<file path="src/rtl/ime_part_seq.sv">
// ============================================================================
// Module   : ime_part_seq
// Brief    : Expands an IME mb_type/sub_mb_type decision into an ordered
//            stream of motion-partition descriptors on a valid/ready port.
// Revision : 1.0 - initial release
// ============================================================================
`default_nettype none

module ime_part_seq #(
    parameter int MB_TYPE_LEN     = 3,
    parameter int SUB_MB_TYPE_LEN = 3
) (
    input  logic                         clk,
    input  logic                         rst,
    input  logic                         start_i,
    input  logic [MB_TYPE_LEN-1:0]       mb_type_i,
    input  logic [4*SUB_MB_TYPE_LEN-1:0] sub_mb_type_i,
    output logic                         busy_o,
    output logic                         part_valid_o,
    input  logic                         part_ready_i,
    output logic [1:0]                   part_x_o,
    output logic [1:0]                   part_y_o,
    output logic [1:0]                   part_w_o,
    output logic [1:0]                   part_h_o,
    output logic [3:0]                   part_idx_o,
    output logic                         part_last_o,
    output logic                         done_o
);

    localparam logic [0:0] ST_IDLE = 1'b0;
    localparam logic [0:0] ST_SEND = 1'b1;

    localparam logic [MB_TYPE_LEN-1:0]     c_MB_MAX  = MB_TYPE_LEN'(3);
    localparam logic [SUB_MB_TYPE_LEN-1:0] c_SUB_MAX = SUB_MB_TYPE_LEN'(3);

    // Geometry of partition (blk, sb) packed as {x, y, w, h, unit_last, mb_last}.
    // A "unit" is the whole MB for non-8x8 types, otherwise one 8x8 block.
    function automatic logic [9:0] part_geo(
        input logic [MB_TYPE_LEN-1:0]       mbt,
        input logic [4*SUB_MB_TYPE_LEN-1:0] subs,
        input logic [1:0]                   blk,
        input logic [1:0]                   sb
    );
        logic [1:0]                 t;
        logic [SUB_MB_TYPE_LEN-1:0] st;
        logic [1:0]                 x, y, w, h, bx, by;
        logic                       ul;
        t  = (mbt > c_MB_MAX) ? 2'd0 : mbt[1:0];
        st = subs[int'(blk)*SUB_MB_TYPE_LEN +: SUB_MB_TYPE_LEN];
        bx = {blk[0], 1'b0};
        by = {blk[1], 1'b0};
        x  = 2'd0;
        y  = 2'd0;
        w  = 2'd3;
        h  = 2'd3;
        ul = 1'b1;
        case (t)
            2'd1: begin
                y  = {sb[0], 1'b0};
                h  = 2'd1;
                ul = sb[0];
            end
            2'd2: begin
                x  = {sb[0], 1'b0};
                w  = 2'd1;
                ul = sb[0];
            end
            2'd3: begin
                if (st == SUB_MB_TYPE_LEN'(1)) begin
                    x  = bx;
                    y  = by | {1'b0, sb[0]};
                    w  = 2'd1;
                    h  = 2'd0;
                    ul = sb[0];
                end else if (st == SUB_MB_TYPE_LEN'(2)) begin
                    x  = bx | {1'b0, sb[0]};
                    y  = by;
                    w  = 2'd0;
                    h  = 2'd1;
                    ul = sb[0];
                end else if (st == c_SUB_MAX) begin
                    x  = bx | {1'b0, sb[0]};
                    y  = by | {1'b0, sb[1]};
                    w  = 2'd0;
                    h  = 2'd0;
                    ul = &sb;
                end else begin
                    x  = bx;
                    y  = by;
                    w  = 2'd1;
                    h  = 2'd1;
                    ul = 1'b1;
                end
            end
            default: begin
                ul = 1'b1;
            end
        endcase
        return {x, y, w, h, ul, ul && ((t != 2'd3) || (blk == 2'd3))};
    endfunction

    logic [0:0]                   r_state;
    logic [0:0]                   w_state_nxt;
    logic [MB_TYPE_LEN-1:0]       r_mb;
    logic [4*SUB_MB_TYPE_LEN-1:0] r_sub;
    logic [1:0]                   r_blk;
    logic [1:0]                   r_sb;
    logic                         r_unit_last;
    logic [1:0]                   r_x, r_y, r_w, r_h;
    logic [3:0]                   r_idx;
    logic                         r_last;
    logic                         r_done;

    logic                         w_hs;
    logic                         w_load;
    logic                         w_adv;
    logic [MB_TYPE_LEN-1:0]       w_mb_sel;
    logic [4*SUB_MB_TYPE_LEN-1:0] w_sub_sel;
    logic [1:0]                   w_blk_sel;
    logic [1:0]                   w_sb_sel;
    logic [9:0]                   w_geo;

    // State register
    always_ff @(posedge clk) begin
        if (rst) begin
            r_state <= ST_IDLE;
        end else begin
            r_state <= w_state_nxt;
        end
    end

    // Next-state logic
    always_comb begin
        w_state_nxt = r_state;
        case (r_state)
            ST_IDLE: if (start_i)          w_state_nxt = ST_SEND;
            ST_SEND: if (w_hs && r_last)   w_state_nxt = ST_IDLE;
            default:                       w_state_nxt = ST_IDLE;
        endcase
    end

    // Control strobes
    always_comb begin
        w_hs   = 1'b0;
        w_load = 1'b0;
        w_adv  = 1'b0;
        case (r_state)
            ST_IDLE: w_load = start_i;
            ST_SEND: begin
                w_hs  = part_ready_i;
                w_adv = part_ready_i && !r_last;
            end
            default: ;
        endcase
    end

    // One geometry evaluator serves both the first partition (from the live
    // inputs) and every subsequent one (from the latched decision).
    always_comb begin
        w_mb_sel  = w_load ? mb_type_i     : r_mb;
        w_sub_sel = w_load ? sub_mb_type_i : r_sub;
        w_blk_sel = w_load ? 2'd0 : (r_unit_last ? r_blk + 2'd1 : r_blk);
        w_sb_sel  = (w_load || r_unit_last) ? 2'd0 : r_sb + 2'd1;
        w_geo     = part_geo(w_mb_sel, w_sub_sel, w_blk_sel, w_sb_sel);
    end

    always_ff @(posedge clk) begin
        if (rst) begin
            r_mb        <= '0;
            r_sub       <= '0;
            r_blk       <= 2'd0;
            r_sb        <= 2'd0;
            r_unit_last <= 1'b0;
            r_x         <= 2'd0;
            r_y         <= 2'd0;
            r_w         <= 2'd0;
            r_h         <= 2'd0;
            r_idx       <= 4'd0;
            r_last      <= 1'b0;
            r_done      <= 1'b0;
        end else begin
            r_done <= w_hs && r_last;
            if (w_load || w_adv) begin
                if (w_load) begin
                    r_mb  <= mb_type_i;
                    r_sub <= sub_mb_type_i;
                    r_idx <= 4'd0;
                end else begin
                    r_idx <= r_idx + 4'd1;
                end
                r_blk       <= w_blk_sel;
                r_sb        <= w_sb_sel;
                {r_x, r_y, r_w, r_h, r_unit_last, r_last} <= w_geo;
            end
        end
    end

    assign busy_o       = (r_state == ST_SEND);
    assign part_valid_o = (r_state == ST_SEND);
    assign part_x_o     = r_x;
    assign part_y_o     = r_y;
    assign part_w_o     = r_w;
    assign part_h_o     = r_h;
    assign part_idx_o   = r_idx;
    assign part_last_o  = r_last;
    assign done_o       = r_done;

endmodule

`default_nettype wire

</file>
<file path="config.mk">
export PLATFORM = sky130hd
export DESIGN_NAME = ime_part_seq
export DESIGN_NICKNAME = d
export VERILOG_FILES = /design/src/rtl/ime_part_seq.sv
export SDC_FILE = /design/constraint.sdc
export NUM_CORES = 1
export LEC_CHECK = 0
export ABC_AREA = 1
export ABC_CLOCK_PERIOD_IN_PS = 4000
export CORE_MARGIN = 1.5
export CORE_UTILIZATION = 30
export DETAILED_ROUTE_END_ITERATION = 6
export SYNTH_ARGS = -nofsm -noshare
export SYNTH_HDL_FRONTEND = slang
export SYNTH_SLANG_ARGS = --single-unit
</file>
<file path="constraint.sdc">
create_clock -name clk -period 4 [get_ports clk]
set_input_delay 0.8 -clock clk [delete_from_list [all_inputs] [get_ports clk]]
set_output_delay 0.8 -clock clk [all_outputs]
set_load 0.02 [all_outputs]
</file>
# ---- Word-level counts from Yosys, hierarchy flattened
# Cells that the tools add are included.
dict set report word_totals {
  regBits 35
  latchBits 0
  ram_bits 0
  rom_bits 0
  in_bits 19
  elab_cells 72
  mem_count 0
}
dict set report classes {
  add_sub_neg 3
  n_mul 1
  div_mod_pow 0
  order_cmp 1
  n_eq_ne 8
  n_shift 1
  muxes 32
  n_bitwise 4
  n_reduce_logical 9
}
# op count
set op_table {}
lappend op_table {{2-bit two-way mux} 10}
lappend op_table {{2-bit one-hot mux with 2 select lines} 4}
lappend op_table {{1-bit two-way mux} 13}
lappend op_table {{12-bit two-way mux} 1}
lappend op_table {{12-bit by 5-bit variable part select with 3-bit output} 1}
lappend op_table {{2-bit equality test, second input constant} 3}
lappend op_table {{3-bit by 2-bit equality test with 1-bit output, second input constant} 2}
lappend op_table {{2-bit by 1-bit OR with 2-bit output} 3}
lappend op_table {{2-bit by 1-bit adder with 2-bit output, second input constant} 2}
lappend op_table {{4-bit by 1-bit adder with 4-bit output, second input constant} 1}
lappend op_table {{2-bit by 2-bit multiplier with 4-bit output, second input constant} 1}
lappend op_table {{4-bit two-way mux} 1}
lappend op_table {{1-bit one-hot mux with 2 select lines} 2}
lappend op_table {{3-bit by 1-bit equality test with 1-bit output, second input constant} 1}
lappend op_table {{3-bit by 2-bit > comparator with 1-bit output, second input constant} 1}
lappend op_table {{1-bit logical AND} 3}
lappend op_table {{1-bit logical OR} 3}
lappend op_table {{3-bit two-way mux} 1}
lappend op_table {{2-bit by 1-bit equality test with 1-bit output, second input constant} 1}
lappend op_table {{2-bit inequality test, second input constant} 1}
lappend op_table {{2-bit AND reduction} 1}
lappend op_table {{2-bit OR reduction} 1}
lappend op_table {{1-bit zero test} 1}
lappend op_table {{1-bit NOT} 1}

# ---- Longest topological paths before layout
dict set report depth {
  ltp_word 11
  mapped_depth 15
  mapped_depth_nobuf 14
}

# ---- Worst setup path after synthesis
# Ideal clock, no wire load.
dict set report synth_timing {
  path_type {input -> register}
  startpoint {in start_i}
  endpoint {reg r_unit_last}
  setup_ps 67
  arrival_time_ps 2195
  setup_slack_ps 1738
  stages 13
  path_buffers 0
  path_cell_list {inv_2 nor2_4 or2_2 o21ai_2 inv_1 nor2_1 inv_1 ha_1 o21bai_1 inv_1 nand2_1 nand2_2 a21oi_2}
}
dict set report synth_via {
  elab_chain_len 9
  word_cells_on_any_way 23
  classes_between {1 x mul; 1 x order compare; 6 x eq/ne; 1 x shift; 10 x mux; 4 x reduce/logical}
}
# item line_no
set synth_lines {}
lappend synth_lines {{from (decl)} 15} ;# input logic start_i,
lappend synth_lines {{1-bit two-way mux *} 147} ;# case (r_state)
lappend synth_lines {{2-bit two-way mux} 162} ;# w_blk_sel = w_load ? 2'd0 : (r_unit_last ? r_blk + 2'd1 : r_blk);
lappend synth_lines {{2-bit by 2-bit multiplier with 4-bit output} 49} ;# st = subs[int'(blk)*SUB_MB_TYPE_LEN +: SUB_MB_TYPE_LEN];
lappend synth_lines {{12-bit by 5-bit variable part select with 3-bit output} 49}
lappend synth_lines {{3-bit by 2-bit equality test with 1-bit output} 81} ;# end else if (st == c_SUB_MAX) begin
lappend synth_lines {{1-bit two-way mux} 81}
lappend synth_lines {{1-bit two-way mux} 75} ;# end else if (st == SUB_MB_TYPE_LEN'(2)) begin
lappend synth_lines {{1-bit two-way mux} 69} ;# if (st == SUB_MB_TYPE_LEN'(1)) begin
lappend synth_lines {{1-bit one-hot mux with 2 select lines} 57} ;# case (t)
lappend synth_lines {{to (signal assigned)} 193} ;# {r_x, r_y, r_w, r_h, r_unit_last, r_last} <= w_geo;
lappend synth_lines {{to (decl)} 108} ;# logic r_unit_last;
# Every way passes the cells marked *; elsewhere a longest branch is shown, timed or not.
# A chain may end at the register's enable or synchronous reset.

# ---- Worst setup path in the final report
# Ends and elaborated chain as after synthesis.

==> results.toml <==
[critical_path]
cp.buffers_inverters = 4
cp-start-kind = "input pin"
rr_endpoint = "r_unit_last$_SDFFE_PP0P_"
crit_slowest_cell = "clkdlybuf4s50_1"
worst_ep_required_time_ps = 4230
crit_type = "input pin to flop"
r2r_cells = 11
cpPeakStageDelay_ps = 560
endpoint_kind = "flop"
reg2reg_setup_slack_ps = 1790
cp.arrival_ps = 3040
crit_chain = "clkdlybuf4s50_1 > inv_2 > nor2_4 > or2_2 > o21ai_2 > inv_1 > nor2_1 > ha_1 > inv_1 > nor2_2 > nand2_1 > nand2_1 > nand2_2 > a21oi_2"
worst-path-max-fanout = 10
r2r_start = "busy_o$_SDFF_PP0_"
critPathTopFamily = "simple AND/OR/NAND/NOR gates"

[synthesis]
ys_ff_latch = 35
syn_inst = 251
yosys_most_used_dff = "dfxtp_1"
synth_common_cells = "nand2_1 (65), dfxtp_1 (35), inv_1 (34), a21oi_1 (18), nor2_1 (18)"
syn-cell-area_mm2 = 0.00183
synth_edf_count = 0
yosysTopAreaCellShare_pct = 38.4
ys_warn_count = 0
synth_top_area_cell = "dfxtp_1"
synth_area_leaders = "dfxtp_1 (38%), nand2_1 (13%), inv_1 (7.0%)"
yosysSeqAreaShare_pct = 38.4
synth.most_common_cell = "nand2_1"
avgSynthCellArea_um2 = 7.28
async_flop_share_pct = 0
synth_cell_types = 35
synthesis.nets = 275

[timing]
setup_slack_ps = 1180
slew_viol_final = 0
max_slew.worst_pin.slew_ps = 709
grt_setup_unrepaired = "no"
finClkSkew_ps = 7.43
fin_tns_setup_ps = 0
min_period_ps = 2820
fmax_mhz = 355
slew_headroom_pct = 52.6
finalHoldViolations = 0
setup_viol = 0
finalCritPeriodShare_pct = 70.4

[place]
place.gp.congestion = 0.807
dp_hpwl_mm = 2.95
place_ws_ps = 892
port_buffers = 34

[drt]
dr.pass1.iters = 7
routed_via_density = 4.56
drt_iter0_markers = 104
wl_mm = 4.08
drc_errors = 8
final_antenna_net_count = 0
wire_per_inst_um = 11.3
vias = 1652

[die]
rows = 28
die_w_um = 81.0
core_mm2 = 0.00589
die_h_um = 81.0
dieArea_mm2 = 0.00657
start_util_pct = 31.0
io_pins = 35

[clocking]
cts_tree = "yes"
cts_buffers = 5
cts_root_buf = "clkbuf_8"
postCtsSetupRepairBufs = 0
clkTransAtPathRegs_ps = 70
cts_resized = 0
insertion_delay_ps = 290
cts_max_path_buffers = 2
h-tree-depth = 2
clock-sinks = 35
holdBufCountCts = 0

[cells_and_area]
drive_above_1_share_pct = 14.6
fin_nets = 310
area_growth_pct = 28.1
antennaDiodeCount = 0
post-route-util_pct = 39.8
fillers = 621

[global_routing]
grt_max_degree = 22
antenna_found_initial = 0
grt_pass1_vias = 1564
grt.overflow.total = 0
grt_pass1_wl_mm = 7.01
grtUsageTotal_pct = 13.8

[hold_path]
hp-start = "r_sub[2]$_SDFFE_PP0P_"
hold_depth = 2
min_to = "r_sub[2]$_SDFFE_PP0P_"
hold_path.class = "flop to flop"

[status]
status = "complete, but fails checks"
failed_checks = "DRC"

[power]
ir_worst_vdd_mv = 0.161
leakagePower_uw = 0.00102
power_density_mw_per_mm2 = 418

[run]
max_cap_viol_count = 0
[layout make-up]
class	instances	area (um^2)	share of cell area [%]
multi-input combinational	171	917	39.2
sequential	35	701	29.9
timing repair buffer	36	355	15.2
inverter	37	140	5.99
tap	75	93.8	4.01
clock buffer	6	72.6	3.10
clock inverter	2	60.1	2.57
[cell families (layout without fill, tap and decap cells)]
logic type,Yosys count,after routing,synth area share [%]
buffers and inverters,45,81,11.4
and+or+nand+nor,129,129,34.3
DFF,35,35,38.4
muxes,2,2,1.10
adders and majority gates,5,5,3.42
AOI/OAI and AO/OA,34,34,10.9
xor gates and xnor gates,1,1,0.480
[layout by cell type, fill, tap and decap left out, drive strengths merged, types with 2 or more instances in the layout]
cell type,n
a21oi,19
buf,2
bufinv,2
clkbuf,6
clkdlybuf4s50,34
dfxtp,35
ha,5
inv,36
mux2i,2
nand2,79
nand3,19
nand3b,2
nand4,2
nor2,23
o21ai,9
or2,3
[through the flow]
stage / total power, uW / hold WS (ps) / cells / area (um^2)
5_1_grt: 1040 / 488 / 362 / 2340
2_1_floorplan: 545 / 444 / 251 / 1830
3_3_place_gp: 606 / 454 / 354 / 2210
3_5_place_dp: 608 / 457 / 354 / 2210
4_1_cts: 991 / 469 / 362 / 2340
6_report: 979 / 465 / 362 / 2340
[state kept, by name, indices dropped and copies added, names as in the netlist]
name,count
r_sb,2
r_sub,12
r_blk,2
done_o,1
part_w_o,2
r_unit_last,1
part_x_o,2
r_mb,3
part_idx_o,4
busy_o,1
part_y_o,2
part_last_o,1
part_h_o,2
[layer usage]
layer / track usage [%] / vias up / wire length, um
li1: - / 855 / -
met1: 17.4 / 737 / 1950
met2: 22.0 / 48 / 1810
met3: 3.60 / 12 / 221
met4: 5.86 / 0 / 97
met5: 0 / - / 0
[worst min-delay path: cells and delay by family (launching register included)]
| family | cells | cell delay (ps) |
|---|---|---|
| AOI/OAI and AO/OA | 1 | 50 |
| and+or+nand+nor | 1 | 60 |
| DFF | 1 | 310 |
[power by group]
part / internal (uW) / switching, uW
sequential: 372 / 14.1
combinational: 85.3 / 129
clock: 249 / 130
total: 706 / 272
[worst max-delay path by stage]
stage | from | endpoint | slack, ps | cells after the start
floorplan | start_i | r_unit_last$_SDFFE_PP0P_ | 1740 | 13
global placement | start_i | r_unit_last$_SDFFE_PP0P_ | 980 | 14
detailed placement | start_i | r_unit_last$_SDFFE_PP0P_ | 890 | 14
CTS | start_i | r_unit_last$_SDFFE_PP0P_ | 1190 | 14
global route | start_i | r_unit_last$_SDFFE_PP0P_ | 940 | 14
finish | start_i | r_unit_last$_SDFFE_PP0P_ | 1180 | 14
Note: power is estimated with default switching activity, not from simulation.
